`src/rtl/clk_en_sched_pkg.sv`:
```
// clk_en_sched_pkg
// Shared definitions for the run-time clock-enable scheduler:
//   - FSM state encoding (IDLE = 0, RUN = 1)
//   - default widths for the divisor/period counter and the burst/pulse counter
package clk_en_sched_pkg;

  // Default divisor / period counter width.
  localparam int DEF_CNT_W   = 6;
  // Default burst length / pulse counter width.
  localparam int DEF_BURST_W = 8;

  // FSM state encoding.
  localparam logic [0:0] ST_IDLE = 1'b0;
  localparam logic [0:0] ST_RUN  = 1'b1;

endpackage

```
`src/rtl/clk_en_period_cnt.sv`:
```
// clk_en_period_cnt
// Period counter for the clock-enable scheduler. Counts 0..div_i while enabled
// and flags the wrap; the registered enable pulse follows one cycle after the
// wrap, so pulses are spaced div_i+1 cycles apart.
//
// Ports:
//   clk_i     in   clock, rising edge
//   rst_i     in   asynchronous active-high reset
//   clear_i   in   synchronous clear of counter and pulse (takes priority)
//   enable_i  in   count this cycle
//   div_i     in   divisor; the counter wraps when it equals div_i
//   wrap_o    out  combinational: the counter wraps on the coming edge
//   clk_en_o  out  registered enable pulse, high for the cycle after a wrap
module clk_en_period_cnt
  import clk_en_sched_pkg::*;
#(
  parameter int CNT_W = DEF_CNT_W
) (
  input  logic             clk_i,
  input  logic             rst_i,
  input  logic             clear_i,
  input  logic             enable_i,
  input  logic [CNT_W-1:0] div_i,
  output logic             wrap_o,
  output logic             clk_en_o
);

  logic [CNT_W-1:0] r_cnt;
  logic             r_clk_en;

  // A clear suppresses the wrap so an aborted run never emits a late pulse.
  assign wrap_o   = enable_i && !clear_i && (r_cnt == div_i);
  assign clk_en_o = r_clk_en;

  always_ff @(posedge clk_i or posedge rst_i) begin
    if (rst_i) begin
      r_cnt    <= '0;
      r_clk_en <= 1'b0;
    end else if (clear_i) begin
      r_cnt    <= '0;
      r_clk_en <= 1'b0;
    end else if (enable_i) begin
      if (r_cnt == div_i) begin
        r_cnt    <= '0;
        r_clk_en <= 1'b1;
      end else begin
        r_cnt    <= r_cnt + CNT_W'(1);
        r_clk_en <= 1'b0;
      end
    end else begin
      r_clk_en <= 1'b0;
    end
  end

endmodule

```
`src/rtl/clk_en_sched.sv`:
```
// clk_en_sched
// Run-time clock-enable scheduler. A divisor and burst length are loaded over
// a valid/ready config port while idle; start_i then launches a run that emits
// single-cycle clk_en_o pulses every DIV+1 cycles, ending after BURST pulses
// (with done_o on the last one) or running until stop_i when BURST is 0.
//
// Optional feature macro: CLK_EN_SCHED_GRACEFUL_STOP_EN
//   defined   : stop_i in RUN lets the current period finish; the final pulse
//               carries done_o, then the block returns to IDLE.
//   undefined : stop_i in RUN aborts at once (no pulse, no done_o).
//
// Config handshake: a transfer happens on a rising edge where cfg_valid_i and
// cfg_ready_o are both high; cfg_ready_o is high exactly while IDLE, and the
// offer may be withdrawn or changed freely while not accepted.
//
// Ports:
//   clk_i        in   clock, rising edge
//   rst_i        in   asynchronous active-high reset
//   cfg_valid_i  in   config offer
//   cfg_ready_o  out  config accepted when high together with cfg_valid_i
//   cfg_div_i    in   divisor DIV (period = DIV+1 cycles)
//   cfg_burst_i  in   pulse count, 0 = continuous
//   start_i      in   begin a run (level-sampled)
//   stop_i       in   abort / end a run
//   clk_en_o     out  registered enable pulse
//   busy_o       out  high while in RUN
//   done_o       out  one-cycle pulse with the final clk_en_o of a run
//   dbg_state_o  out  current FSM state (debug visibility)
module clk_en_sched
  import clk_en_sched_pkg::*;
#(
  parameter int CNT_W   = DEF_CNT_W,
  parameter int BURST_W = DEF_BURST_W
) (
  input  logic               clk_i,
  input  logic               rst_i,
  input  logic               cfg_valid_i,
  output logic               cfg_ready_o,
  input  logic [CNT_W-1:0]   cfg_div_i,
  input  logic [BURST_W-1:0] cfg_burst_i,
  input  logic               start_i,
  input  logic               stop_i,
  output logic               clk_en_o,
  output logic               busy_o,
  output logic               done_o,
  output logic [0:0]         dbg_state_o
);

  logic [0:0]         r_state;
  logic [CNT_W-1:0]   r_div_q;
  logic [BURST_W-1:0] r_burst_q;
  logic [BURST_W-1:0] r_pulse_cnt;
  logic               r_done;

  logic               w_idle;
  logic               w_run;
  logic               w_cfg_hs;
  logic               w_start;
  logic               w_abort;
  logic               w_clear;
  logic               w_wrap;
  logic [BURST_W-1:0] w_pulse_nxt;
  logic               w_last;
  logic               w_end;

  assign w_idle   = (r_state == ST_IDLE);
  assign w_run    = (r_state == ST_RUN);
  assign w_cfg_hs = cfg_valid_i && w_idle;
  // Stop wins over a simultaneous start.
  assign w_start  = w_idle && start_i && !stop_i;

  // Pulse counter never exceeds burst_q-1 in burst mode, so the +1 cannot
  // overflow there; in continuous mode it saturates below.
  assign w_pulse_nxt = r_pulse_cnt + BURST_W'(1);
  assign w_last      = (r_burst_q != '0) && (w_pulse_nxt == r_burst_q);

`ifdef CLK_EN_SCHED_GRACEFUL_STOP_EN
  logic r_stop_pend;

  assign w_abort = 1'b0;
  // A stop seen on the wrap edge itself ends the run at that wrap.
  assign w_end   = w_wrap && (w_last || stop_i || r_stop_pend);

  always_ff @(posedge clk_i or posedge rst_i) begin
    if (rst_i) begin
      r_stop_pend <= 1'b0;
    end else if (w_idle || w_end) begin
      r_stop_pend <= 1'b0;
    end else if (stop_i) begin
      r_stop_pend <= 1'b1;
    end
  end
`else
  assign w_abort = w_run && stop_i;
  assign w_end   = w_wrap && w_last;
`endif

  // Counter restarts on every new run and on an abort.
  assign w_clear = w_start || w_abort;

  clk_en_period_cnt #(
    .CNT_W (CNT_W)
  ) u_period_cnt (
    .clk_i    (clk_i),
    .rst_i    (rst_i),
    .clear_i  (w_clear),
    .enable_i (w_run),
    .div_i    (r_div_q),
    .wrap_o   (w_wrap),
    .clk_en_o (clk_en_o)
  );

  // FSM.
  always_ff @(posedge clk_i or posedge rst_i) begin
    if (rst_i) begin
      r_state <= ST_IDLE;
    end else if (w_start) begin
      r_state <= ST_RUN;
    end else if (w_abort || w_end) begin
      r_state <= ST_IDLE;
    end
  end

  // Config latch: only accepted while idle, so values hold during a run.
  always_ff @(posedge clk_i or posedge rst_i) begin
    if (rst_i) begin
      r_div_q   <= '0;
      r_burst_q <= '0;
    end else if (w_cfg_hs) begin
      r_div_q   <= cfg_div_i;
      r_burst_q <= cfg_burst_i;
    end
  end

  // Pulse counter and done strobe.
  always_ff @(posedge clk_i or posedge rst_i) begin
    if (rst_i) begin
      r_pulse_cnt <= '0;
      r_done      <= 1'b0;
    end else begin
      r_done <= w_end;
      if (w_start || w_abort || w_end) begin
        r_pulse_cnt <= '0;
      end else if (w_wrap && (r_pulse_cnt != '1)) begin
        r_pulse_cnt <= w_pulse_nxt;
      end
    end
  end

  assign cfg_ready_o = w_idle;
  assign busy_o      = w_run;
  assign done_o      = r_done;
  assign dbg_state_o = r_state;

endmodule

```
`config.mk`:
```
export PLATFORM = sky130hd
export DESIGN_NAME = clk_en_sched
export DESIGN_NICKNAME = d
export VERILOG_FILES = /design/src/rtl/clk_en_sched_pkg.sv /design/src/rtl/clk_en_period_cnt.sv /design/src/rtl/clk_en_sched.sv
export SDC_FILE = /design/constraint.sdc
export NUM_CORES = 1
export LEC_CHECK = 0
export CAP_MARGIN = 20
export CORE_MARGIN = 2
export CORE_UTILIZATION = 46
export DETAILED_ROUTE_END_ITERATION = 12
export PLACE_DENSITY = 0.72
export SKIP_LAST_GASP = 1
export SLEW_MARGIN = 20
export SYNTH_ARGS = -nofsm -noshare
export SYNTH_HDL_FRONTEND = slang
export SYNTH_SLANG_ARGS = --single-unit
```
`constraint.sdc`:
```
create_clock -name clk_i -period 2.2 [get_ports clk_i]
set_clock_uncertainty 0.05 [all_clocks]
set_input_delay 0.22 -clock clk_i [delete_from_list [all_inputs] [get_ports clk_i]]
set_output_delay 0.22 -clock clk_i [all_outputs]
set_load 0.1 [all_outputs]
```
After elaboration in Yosys (flattened, before gate mapping):

Cells that the tools add are included.

* flip-flop bits (word level): 31
* bits in latches: 0
* memory bits (writable): 0
* memory bits (read-only): 0
* input bits: 19
* output and inout bits: 5
* word-level logic and storage cells: 41
* memories kept: 0

* $add $sub $neg: 2
* $mul: 0
* divide/modulo/power cells: 0
* magnitude comparators: 0
* equal/unequal tests: 3
* shift operators: 0
* mux-type cells: 10
* bitwise operators: 1
* reductions and logical operators: 18

Operators by type and width (count)
* $mux 6: 3
* $mux 8: 2
* $logic_and 1x1->1: 9
* $add 8x1->8 const B: 1
* $eq 8x8->1: 1
* $ne 8x8->1 const B: 1
* $reduce_bool 8->1: 1
* $add 6x1->6 const B: 1
* $eq 6x6->1: 1
* $reduce_bool 2->1: 3
* $mux 1: 5
* $logic_or 1x1->1: 3
* $logic_not 1->1: 2
* $not 1->1: 1

Depth between registers and ports, before layout:

Gate-level depths: netlist of the first run.

* depth after elaboration: 11
* mapped depth: 7
* gate-level depth less buffers: 6

By module:

A second synthesis of the first run with hierarchy kept.

* cells, all modules: 158
* area total of the unflattened synthesis: 1725.4 sq um

By module, submodules not included
* clk_en_sched: instances 1, cells each 121, area each 1303.8 sq um, seq. area each 600.6 sq um
* clk_en_period_cnt: instances 1, cells each 37, area each 421.7 sq um, seq. area each 175.2 sq um

Worst setup path after synthesis of the first run:

No wires, ideal clock.

* kind: register -> register
* from: reg r_state (netlist: busy_o)
* to: reg r_pulse_cnt[0]
* setup time: 0.143 ns
* arrival time: 2.487 ns
* data required time: 2.007 ns
* setup slack: -0.480 ns
* stages on the path, launching flop included: 6
* path buffers: 0
* period minus slack after synthesis: 2.680 ns
* path through: dfrtp_1 and2b_1 nand3_1 or4_4 nor4_4 nor3_1

* longest elaborated chain between the ends: 10
* elaborated cells on any way between the ends: 13
* classes of those cells: mux: 1; bitwise: 1; reduce/logical: 11

RTL lines
* start, declared: line clk_en_sched.sv:49 `logic [0:0] r_state;`
* start signal, assigned: line clk_en_sched.sv:116 `r_state <= ST_IDLE;`
* start signal, assigned: line clk_en_sched.sv:118 `r_state <= ST_RUN;`
* start signal, assigned: line clk_en_sched.sv:120 `r_state <= ST_IDLE;`
* $not 1->1: line clk_en_sched.sv:66 `assign w_idle = (r_state == ST_IDLE);`
* $logic_and 1x1->1 (2 in series): line clk_en_sched.sv:70 `assign w_start = w_idle && start_i && !stop_i;`
* $logic_or 1x1->1: line clk_en_sched.sv:99 `assign w_clear = w_start || w_abort;`
* $logic_not 1->1: line clk_en_period_cnt.sv:32 `assign wrap_o = enable_i && !clear_i && (r_cnt == div_i);`
* $logic_and 1x1->1 * (2 in series): line clk_en_period_cnt.sv:32
* $logic_and 1x1->1 *: line clk_en_sched.sv:95 `assign w_end = w_wrap && w_last;`
* named net w_end: line clk_en_sched.sv:64 `logic w_end;`
* $logic_or 1x1->1 *: line clk_en_sched.sv:142 `if (w_start || w_abort || w_end) begin`
* $mux 8 or $reduce_bool 2->1 (tied branches)
* end signal, assigned: line clk_en_sched.sv:145 `r_pulse_cnt <= w_pulse_nxt;`
* end, declared: line clk_en_sched.sv:52 `logic [BURST_W-1:0] r_pulse_cnt;`

Mark *: on every way through the listed nets, which the timed path passes. The rest lies on a longest branch.
A chain may end at the register's enable or synchronous reset.

Final worst setup path of the first run:

* from: reg r_pulse_cnt[6]
* to: reg r_pulse_cnt[1]

* longest elaborated chain between the ends: 6
* elaborated cells on any way between the ends: 9
* classes of those cells: add/sub: 1; eq/ne: 2; mux: 1; reduce/logical: 5

RTL lines
* $add 8x1->8 *: line clk_en_sched.sv:74 `assign w_pulse_nxt = r_pulse_cnt + BURST_W'(1);`
* $eq 8x8->1 *: line clk_en_sched.sv:75 `assign w_last = (r_burst_q != '0) && (w_pulse_nxt == r_burst_q);`
* $logic_and 1x1->1 *: line clk_en_sched.sv:75
* $logic_and 1x1->1 *: line clk_en_sched.sv:95
* named net w_end: line clk_en_sched.sv:64
* $logic_or 1x1->1 *: line clk_en_sched.sv:142
* $mux 8 or $reduce_bool 2->1 (tied branches)

Marks and branches as above.

==> metrics.md, run 1 <==
| Metric | Value |
|---|---|
| Status | `completed` |
| CP endpoint kind | `flop` |
| Mapped cell area | `0.00168 mm2` |
| Clk_lat worst skew | `0.34 ns` |
| Clock Tree Root | `clkbuf_4` |
| Total clock sinks | `31` |
| Total of max-cap violations | `0` |
| Post-Syn Area per Cell | `10.5 um2` |
| H-tree levels | `2` |
| Die Height | `64.4 um` |
| CTS max path bufs | `2` |
| Async SR Flop Fraction | `1.00` |
| Synth Instances | `159` |
| Finished Cell Area | `0.00212 mm2` |
| Antenna cells | `0` |
| RSZ-0062 raised after global routing | `false` |
| Register area share after synthesis | `0.463` |
| CTS Buf Count | `5` |
| Sequential cell area | `781 um2` |
| Top sig layer | `met4` |
| Core area | `0.00342 mm2` |
| Share of the synthesized area in the top cell type | `0.463` |
| P_leak | `0.902 nW` |
| Vias in the first global route | `1384` |
| Setup violations, final | `0` |
| Die W | `64.4 um` |
| Starting density of the core | `0.491` |
| WP data arrival | `2.23 ns` |
| Post-synth top cells | `dfrtp_1, mux2_2, nand2_1, nor3_1, xnor2_1` |
| Met1 WL | `1.63 mm` |
| ANT nets after route | `0` |
| DRT iter0 DRCs | `65` |
| Worst rel slew slack | `0.641` |
| Crit share post-route | `0.942` |
| Cell Int Power | `1.01 mW` |
| Synth unique cells | `37` |
| Reg2reg path depth | `6` |
| Routed wire per std cell | `14.4 um` |
| Area Growth Syn to Fin | `26.3%` |
| Placed cell areas | `0.00202 mm2` |
| Hpwl dp | `2.56 mm` |
| Critical path class | `reg2reg` |
| First-pass GRT wire length | `6.13 mm` |
| Worst r2r src | `r_pulse_cnt[6]` |
| Met3 routed WL | `163 um` |
| GPL Wtd Cong | `0.878` |
| IR drop worst, VDD | `413 uV` |
| Fin. Hold Viols | `0` |
| Port Buffers | `23` |
| CP Data Required Time | `2.35 ns` |
| Nets | `217` |
| Post-synth top flop | `dfrtp_1` |
| Via/cell ratio | `5.46` |
| Count of hold-fix buffers inserted at cts | `0` |
| Via Count | `1326` |
| Hold Path Class | `in2async` |
| FF+latch count, synth | `31` |
| Setup crit start kind | `flop` |
| Crit path launch | `r_pulse_cnt[6]` |
| IO Pins | `24` |
| Switching share of power | `0.272` |
| Post-Route Setup TNS | `0 ns` |
| Setup Fix Bufs, Post-CTS | `0` |
| Multi-input logic area | `855 um2` |
| Largest net degree at the start of global routing | `32` |
| Ys Warns | `0` |
| Ranking of synthesized cells by area | `dfrtp_1, mux2_2, xnor2_1, xor2_1, nor3_1` |
| Sw power | `377 uW` |
| Global route overflow | `0` |
| Residual DRC count | `0` |
| Worst-Margin Slew | `0.537 ns` |
| Sequential share of power | `0.472` |
| Layout cells sized above 1 | `0.239` |
| Fill cells | `289` |
| Total track usage | `0.191` |
| Initial antenna violation count | `0` |
| Cell area power density | `655 mW/mm2` |
| Final total power | `1.39 mW` |
| Part of the power in combinational logic | `0.183` |
| Max frequency | `482 MHz` |
| Max-slew violation total from the final report | `0` |
| Yosys top cell by area | `dfrtp_1` |
| Die area | `0.00414 mm2` |
| Worst Path Max Fanout | `10` |
| 1st-pass router iterations | `4` |
| Metal2 WL | `1.63 mm` |
| Total wire length | `3.49 mm` |
| EDFF count, synth | `0` |
| Most numerous cell in the Yosys netlist | `dfrtp_1` |
| Post-Synthesis Net Count | `180` |
| Min cycle time layout | `2.07 ns` |
| RR Endpoint | `r_pulse_cnt[1]` |
| Clock power frac | `0.345` |
| Worst R2R Setup Slack | `0.13 ns` |
| Num rows | `21` |
| CTS tree | `done` |
| Worst-path clk slew | `0.11 ns` |
-- registers in the layout, summed over array words and instances, names as in the netlist --
register and flops:
r_div_q 6, r_burst_q 8, r_pulse_cnt 8, u_period_cnt.clk_en_o 1
busy_o 1, u_period_cnt.r_cnt 6, done_o 1
-- timing repair --
action,in CTS,in global routing
gates resized for setup,0,3
endpoints found under the hold margin,0,0
setup endpoints to repair,0,8
-- critical path, cell delays in order (launching register included) --
cell	delay [ns]
dfrtp_2	0.47
or3b_1	0.39
a2111oi_2	0.36
nor3_1	0.14
nor4_4	0.30
buf_6	0.17
nor3_1	0.06
-- routing by layer --
metal | vias up | track usage
li1 | 646 | -
met1 | 636 | 0.238
met2 | 37 | 0.313
met3 | 7 | 0.0440
met4 | 0 | 0.0931
met5 | - | 0
-- power by group through the flow --
stage	Clock [mW]	Sequential [mW]	Combinational, mW
final	0.478	0.654	0.254
after CTS	0.488	0.656	0.257
after global routing	0.519	0.661	0.278
after floorplan	0	0.669	0.163
after detailed placement	0	0.667	0.256
after global placement	0	0.665	0.247
-- stage by stage --
step	util	std cells	hold slack, ns	setup slack (ns)
6_report	0.620	243	0.195	0.127
5_1_grt	0.620	243	0.258	0.0232
4_1_cts	0.618	243	0.205	0.103
3_5_place_dp	0.592	235	0.468	0.0196
3_3_place_gp	0.592	235	0.465	0.0654
2_1_floorplan	-	159	0.240	0.0503
-- cells in the final DEF, fill, tap and decap left out, types with 3 or more instances in the layout --
cell	netlist	routed
mux2_2	14	14
clkbuf_4	0	5
a211oi_1	3	3
nor3_1	12	12
or3_1	4	4
nand3_1	7	7
nor2_1	5	5
nor4_1	4	4
inv_1	5	5
dfrtp_1	31	29
o22ai_1	3	3
buf_4	1	17
o21ai_0	6	6
clkdlybuf4s50_1	0	18
xnor2_1	12	12
xor2_1	8	8
nand2_1	12	12
-- how the worst max path moves through the flow --
stage	end	slack (ns)
floorplan	r_pulse_cnt[0]	0.05
global placement	r_pulse_cnt[4]	0.07
detailed placement	r_pulse_cnt[6]	0.02
CTS	r_pulse_cnt[2]	0.10
global route	r_pulse_cnt[0]	0.02
finish	r_pulse_cnt[1]	0.13
-- layout make-up --
class / count / share of cell area
timing repair buffer: 36 / 0.151
clock inverter: 2 / 0.0165
sequential: 31 / 0.369
tap: 46 / 0.0272
multi-input combinational: 117 / 0.404
inverter: 5 / 0.00887
clock buffer: 6 / 0.0242
-- kinds of logic (layout without fill, tap and decap cells) --
kind of cell	Yosys count	after routing	synth area share
and+or+nand+nor	58	58	0.200
DFF	31	31	0.463
AOI/OAI and AO/OA	22	22	0.0888
xor gates and xnor gates	20	20	0.104
muxes	15	15	0.100
buffers and inverters	11	49	0.0291
adders and majority gates	2	2	0.0149
Note: power is estimated with default switching activity, not from simulation.
==> run 2: changes to the inputs <==
CORE_UTILIZATION = 35   (was 46)
PLACE_DENSITY = 0.57   (was 0.72)
clock period = 1.7 ns   (was 2.2 ns; I/O delays follow)
==> metrics.md, run 2 (same netlist as run 1, synthesis figures left out) <==
| Metric | Value |
|---|---|
| IR drop worst, VDD | `479 uV` |
| Port Buffers | `23` |
| Layout cells sized above 1 | `0.443` |
| Total wire length | `4.42 mm` |
| First-pass GRT wire length | `7.65 mm` |
| Non-filler cells, final | `291` |
| Hold Path Class | `in2async` |
| Num rows | `25` |
| Via Count | `1485` |
| Total clock sinks | `31` |
| Hpwl dp | `3.20 mm` |
| Starting density of the core | `0.360` |
| Multi-input logic area | `983 um2` |
| CP endpoint kind | `flop` |
| Worst Path Max Fanout | `6` |
| Dpl cells | `277` |
| P_leak | `1.15 nW` |
| Critical path class | `reg2reg` |
| IO Pins | `24` |
| Setup violations, final | `13` |
| Routed wire per std cell | `15.2 um` |
| Crit path largest cell delay | `0.52 ns` |
| Fin. Hold Viols | `0` |
| WP buf/inv | `1` |
| CTS max path bufs | `2` |
| Core area | `0.00466 mm2` |
| Max frequency | `497 MHz` |
| Cell area power density | `703 mW/mm2` |
| Setup ws final | `-0.313 ns` |
| Worst-Margin Slew | `0.332 ns` |
| Die area | `0.00536 mm2` |
| Slowest stage cell, crit path | `or4_4` |
| Vias in the first global route | `1606` |
| Fill cells | `392` |
| Nets | `257` |
| Largest net degree at the start of global routing | `25` |
| Most common cell after layout, fill and taps aside | `buf_4` |
| CTS Buf Count | `5` |
| Total of max-cap violations | `0` |
| Min cycle time layout | `2.01 ns` |
| Global route overflow | `0` |
| CP delay by family, top | `simple AND/OR/NAND/NOR gates` |
| Setup crit start kind | `flop` |
| CTS tree | `done` |
| Max-slew violation total from the final report | `0` |
| Setup WS pre-CTS | `-0.371 ns` |
| WP data arrival | `2.12 ns` |
| Area Growth Syn to Fin | `56.3%` |
| Initial antenna violation count | `0` |
| H-tree levels | `2` |
| Antenna cells | `0` |
| Die Height | `73.2 um` |
| Failing checks | `negative setup slack` |
| RSZ-0062 raised after global routing | `true` |
| Sequential cell area | `779 um2` |
| Clock Tree Root | `clkbuf_8` |
| Worst-path clk slew | `0.07 ns` |
| Crit share post-route | `1.18` |
| Total track usage | `0.190` |
| Residual DRC count | `0` |
| DRT iter0 DRCs | `88` |
| CP Data Required Time | `1.81 ns` |
| Clk_lat worst skew | `0.28 ns` |
| Die W | `73.2 um` |
| Worst-path cell chain | `ha_4, xnor2_1, nand2_1, or4_4, nor4_4, buf_4, nor3_1` |
| ANT nets after route | `0` |
| Worst rel slew slack | `0.778` |
| Status | `finished, violations left` |
| Via/cell ratio | `5.10` |
| Largest registers | `r_burst_q: 8 flops, r_pulse_cnt: 8 flops` |
| Commonest cells after routing, fill and taps aside | `buf_4, dfrtp_1, clkdlybuf4s50_1` |
| GPL Wtd Cong | `0.893` |
| 1st-pass router iterations | `5` |
-- run 2: cell count changes in the layout (fill, tap and decap cells not counted), sizes merged --
cell    delta
clkbuf     -1
bufinv     -1
buf       +40
clkinv     +2
-- run 2: path summary, 6_finish.rpt --
kind / from / end / slack [ns] / cells after the start
max: r_pulse_cnt[0] / r_pulse_cnt[6] / -0.31 / 7
min: rst_i / r_div_q[4] / 0.20 / 3
max reg2reg: r_pulse_cnt[0] / r_pulse_cnt[6] / -0.31 / 7
min reg2reg: r_div_q[0] / r_div_q[0] / 0.49 / 1
max in group asynchronous: rst_i / r_burst_q[0] / 0.98 / 4
min in group clk_i: cfg_div_i[4] / r_div_q[4] / 0.45 / 2
-- run 2: repair_timing --
action | CTS | global route
gates cloned | 1 | 0
setup buffers | 4 | 1
endpoints found under the setup margin | 11 | 16
hold buffers | 0 | 0
resized for setup | 17 | 9
pin swaps | 5 | 1
-- run 2: power by group --
group	leakage [nW]	total, mW	switching [mW]	internal (mW)
Combinational	0.703	0.439	0.206	0.233
Clock	0.0477	0.554	0.275	0.280
Sequential	0.397	0.849	0.0529	0.797
-- run 2: routing by layer --
layer  global-route usage  part of all wire  vias to the layer above
li1                     -                 -                      722
met1                0.227              0.40                      730
met2                0.324              0.55                       27
met3               0.0525             0.036                        6
met4               0.0720             0.012                        0
met5                    0                 0                        -
-- run 2: tightest hold or removal path, cell delays in order --
cell and delay, ns:
clkdlybuf4s50_1 0.40, inv_1 0.05, buf_4 0.30
-- run 2: final cells by class --
cell class	count	share of cell area
multi-input combinational	117	0.375
tap	54	0.0258
inverter	5	0.00716
timing repair buffer	76	0.262
sequential	31	0.298
clock inverter	3	0.00573
clock buffer	5	0.0263
-- run 2: through the flow --
stage	setup TNS, ns	hold WS [ns]	util	total power [mW]	instance area, um2
6_report	-3.03	0.197	0.562	1.84	2620
5_1_grt	-4.23	0.215	0.562	1.95	2620
4_1_cts	-2.83	0.197	0.553	1.86	2580
3_5_place_dp	-3.50	0.471	0.506	1.26	2360
3_3_place_gp	-3.03	0.467	0.506	1.25	2360
2_1_floorplan	-3.34	0.190	-	1.08	1700
